===== config.mk =====
export PLATFORM = sky130hd
export DESIGN_NAME = seq_priority_encoder
export DESIGN_NICKNAME = d
export VERILOG_FILES = /design/src/rtl/seq_penc_pkg.sv /design/src/rtl/seq_priority_encoder_penc_core.sv /design/src/rtl/seq_priority_encoder.sv
export SDC_FILE = /design/constraint.sdc
export NUM_CORES = 1
export LEC_CHECK = 0
export ABC_AREA = 1
export BUFFER_PORTS_ARGS = -buffer_cell sky130_fd_sc_hd__buf_2
export CAP_MARGIN = 10
export CORE_MARGIN = 5
export CORE_UTILIZATION = 40
export DETAILED_ROUTE_END_ITERATION = 8
export SYNTH_ARGS = -nofsm -noshare
export SYNTH_HDL_FRONTEND = slang
export SYNTH_HIERARCHICAL = 1
export SYNTH_SLANG_ARGS = --single-unit

===== constraint.sdc =====
create_clock -name clk -period 2.2 [get_ports clk]
set_clock_uncertainty 0.2 [all_clocks]
set_input_delay 0.55 -clock clk [delete_from_list [all_inputs] [get_ports clk]]
set_output_delay 0.55 -clock clk [all_outputs]
set_load 0.01 [all_outputs]

===== src/rtl/seq_penc_pkg.sv =====
// Shared types and helpers for the sequential priority encoder.
// Optional macro SEQ_PENC_MSB_FIRST_EN reverses the scan order.
package seq_penc_pkg;

    typedef enum logic {
        ST_IDLE = 1'b0,
        ST_SCAN = 1'b1
    } state_t;

    // Index width that never collapses to zero, even for tiny N.
    function automatic int clog2_min1(input int n);
        return (n <= 2) ? 1 : $clog2(n);
    endfunction

endpackage


===== src/rtl/seq_priority_encoder_penc_core.sv =====
// Combinational priority core: index of the first set bit plus population flags.
// SEQ_PENC_MSB_FIRST_EN selects highest-bit-first; default is lowest-bit-first.
module penc_core
    import seq_penc_pkg::*;
#(
    parameter  int N     = 8,
    localparam int IDX_W = clog2_min1(N)
) (
    input  logic [N-1:0]     vec,
    output logic [IDX_W-1:0] idx,
    output logic             any,
    output logic             multi
);

    // Later loop iterations override earlier ones, so the winning bit is the
    // last one visited; an all-zero vector leaves idx at 0.
    always_comb begin
        idx = '0;
`ifdef SEQ_PENC_MSB_FIRST_EN
        for (int i = 0; i < N; i++)
            if (vec[i]) idx = IDX_W'(i);
`else
        for (int i = N - 1; i >= 0; i--)
            if (vec[i]) idx = IDX_W'(i);
`endif
    end

    assign any   = |vec;
    assign multi = |(vec & (vec - N'(1)));

endmodule


===== src/rtl/seq_priority_encoder.sv =====
// Serialises a latched multi-hot vector into one index per output handshake.
// Build option: define SEQ_PENC_MSB_FIRST_EN for highest-index-first order.
module seq_priority_encoder
    import seq_penc_pkg::*;
#(
    parameter  int N     = 8,
    localparam int IDX_W = clog2_min1(N)
) (
    input  logic             clk,
    input  logic             rst_n,
    input  logic             in_valid,
    output logic             in_ready,
    input  logic [N-1:0]     in_vec,
    output logic             out_valid,
    input  logic             out_ready,
    output logic [IDX_W-1:0] out_idx,
    output logic             out_last,
    output logic             out_none
);

    state_t           state;
    logic [N-1:0]     pend;
    logic             none_q;
    logic [IDX_W-1:0] core_idx;
    logic             core_any;
    logic             core_multi;
    logic [N-1:0]     clr_mask;
    logic             in_fire;
    logic             out_fire;

    penc_core #(.N(N)) u_core (
        .vec   (pend),
        .idx   (core_idx),
        .any   (core_any),
        .multi (core_multi)
    );

    // in_ready is forced low while reset is held, and rises with release.
    assign in_ready  = (state == ST_IDLE) && rst_n;
    assign out_valid = (state == ST_SCAN);
    assign out_idx   = out_valid ? core_idx : '0;
    assign out_last  = out_valid && !core_multi;
    assign out_none  = out_valid && none_q;

    assign in_fire   = in_valid && in_ready;
    assign out_fire  = out_valid && out_ready;
    // The dummy beat of an all-zero vector has no bit to clear.
    assign clr_mask  = core_any ? (N'(1) << core_idx) : '0;

    always_ff @(posedge clk or negedge rst_n) begin
        if (!rst_n) begin
            state  <= ST_IDLE;
            pend   <= '0;
            none_q <= 1'b0;
        end else begin
            case (state)
                ST_IDLE: begin
                    if (in_fire) begin
                        pend   <= in_vec;
                        none_q <= ~|in_vec;
                        state  <= ST_SCAN;
                    end
                end
                ST_SCAN: begin
                    if (out_fire) begin
                        pend <= pend & ~clr_mask;
                        if (out_last) state <= ST_IDLE;
                    end
                end
                default: state <= ST_IDLE;
            endcase
        end
    end

endmodule


==> flow_summary.toml <==
[run_status]
outcome = "finished, violations left"
violations = "setup timing"

[route]
route.met3.wl_um = 67
vias = 837
wl_met1_um = 839
drc_errors = 0
first_iter_violations = 6
drtAntennaViolNets = 0
dr_wl_met2_um = 867
vias_per_cell = 4.337
dr.pass1.iters = 4
avgRoutedWirePerCell_um = 9.244
drt-total-wl_um = 1784
top_layer = "met4"

[yosys]
netlist_top_cells_area = "nand2_1, dfrtp_1, inv_1, nor2_1, nor2_4"
synth_top_area_share_pct = 33.70
yosysWarnings = 6
synth-seq-cells = 10
yosys.area.top_type = "nand2_1"
ys_seq_area_share_pct = 31.65
netlist_area_um2 = 790.8
synth.distinct_cells = 17
syn-mean-instance-area_um2 = 5.730
synth_cells = 138
syn-num-nets = 150

[clock_tree]
clockRootBuffer = "clkbuf_4"
path_clk_slew_ns = 0.06
cts_sinks = 10
htreeDepth = 1
clock_path_buffers = 2
clkLatencyLatePin_ns = 0.26
cts_tree = "yes"
hold_buffers = 0
numCtsBuffers = 3

[timing]
slew_headroom_pct = 70.47
period_needed_ns = 2.211
fmax_ghz = 0.4523
hold_violations = 0
finalSetupViolations = 1
maxSlewViolCount = 0
worst_pin_slew_ns = 0.4430
post-route-period-util_pct = 100.5
rsz0062_at_grt = "true"
final.setup.worst_slack_ns = -0.01106

[grt]
grt_max_degree = 17
grt_overflow = 0
grt_util_all_layers_pct = 14.95
grt_pass1_vias = 785
antenna_found_initial = 0
grt_first_pass_wirelength_um = 3201

[placed_design]
gp_congestion = 0.8547
dp_cells = 185
port-buffer-count = 18
pre_cts_ws_ns = 0.2119
dp.final_hpwl_um = 1471
dpl_cell_area_um2 = 932.1

[power_and_ir_drop]
total_power_mw = 1.593
ir_worst_vdd_mv = 0.6820
p_per_area_nw_per_um2 = 1576
power.leakage_nw = 0.6307

[critical_path]
cp-end-kind = "output pin"
crit_required_ns = 1.45
start_kind = "flop"
cp_max_fo = 6
critPathArrivalTime_ns = 1.46
crit_type = "flop to output pin"

[layout]
n_fill_cell = 218
multi_input_area_um2 = 460.4
nets = 179
final_area_um2 = 1011
drive_gt1_share_pct = 24.70
diodes = 0
stdcell_count = 193
seqCellArea_um2 = 251.5
areaGrowthSynthToFinish_pct = 27.85

[job]
cap_violations = 0

[floorplanning]
pin_count = 19
core_um2 = 1922
rows = 16
die_area_um2 = 2966
die_x_um = 54.46
die_height_um = 54.46
initial_utilization_pct = 41.15

[min_path]
holdCritPathClass = "primary input to async pin"
-- final timing paths --
| kind | start | endpoint | slack (ns) | cells past startpoint |
|---|---|---|---|---|
| min in group clk | none_q | none_q | 0.30 | 2 |
| max reg2reg | pend[6] | pend[7] | 0.38 | 13 |
| min reg2reg | none_q | none_q | 0.30 | 2 |
| max | pend[0] | out_last | -0.01 | 8 |
| min | rst_n | none_q | 0.02 | 2 |
| max in group asynchronous | rst_n | pend[3] | 1.61 | 2 |
-- per-layer routing --
metal | global-route usage [%] | up-vias
met5 | 0 | -
met4 | 4.979 | 0
met3 | 2.725 | 2
met2 | 26.89 | 12
met1 | 17.64 | 360
li1 | - | 463
-- repair_timing --
action                     4_1_cts  5_1_grt
setup endpoints to repair        2        4
setup buffers                    3        1
pin swaps                        6        2
resized for setup                3        2
-- logic make-up (layout without fill, tap and decap cells) --
group / count (synthesis) / in the layout / share of synthesized area [%]
DFF: 10 / 10 / 31.65
and+or+nand+nor: 98 / 98 / 51.58
AOI/OAI and AO/OA: 6 / 6 / 5.222
buffers and inverters: 24 / 52 / 11.55
-- cell usage in the layout (no fill, tap or decap), types with 2 or more instances in the layout --
cell	instances
nand2_1	71
buf_4	7
dfrtp_1	9
inv_2	3
inv_1	19
buf_2	18
o21ai_1	2
nand3_1	4
clkbuf_4	3
nor2_4	2
nor2_1	16
-- synthesized netlist by cell type (all sizes together) --
cell type,instances
nand2,72
inv,22
nor2,19
dfrtp,10
nand3,5
o21ai,4
a21oi,2
buf,1
clkinv,1
nand4,1
nor3,1
-- report_power, final --
part	switching (mW)	internal, mW	total (mW)
Sequential	0.128	0.265	0.393
Combinational	0.618	0.423	1.04
Clock	0.0592	0.100	0.160
-- per-stage QoR --
step | setup TNS (ns) | hold slack (ns) | utilization, %
after CTS | -0.03460 | 0.01533 | 51.95
after global placement | 0 | 0.2767 | 48.50
after global routing | -0.3677 | 0.03215 | 52.60
final | -0.01106 | 0.02041 | 52.60
after floorplan | 0 | 0.05441 | -
after detailed placement | 0 | 0.2808 | 48.50
-- state kept, by name (all words and copies together) (netlist names) --
register,flops
none_q,1
pend,8
out_valid,1
-- final cells by class --
type | count | share of cell area, %
well taps | 27 | 3.342
multi-input cells | 104 | 45.54
repair buffers | 25 | 14.11
clock buffers | 4 | 3.589
inverters | 23 | 8.540
flip-flops and latches | 10 | 24.88
-- worst max-delay path: stages (launching register included) --
cell     delay, ns
dfrtp_1       0.41
nor2_4        0.18
nand2_2       0.07
nor2_1        0.09
nor2_1        0.04
nor2_1        0.10
nand2_1       0.09
nor2_1        0.08
buf_2         0.13
(Power assumes the default switching activity.)
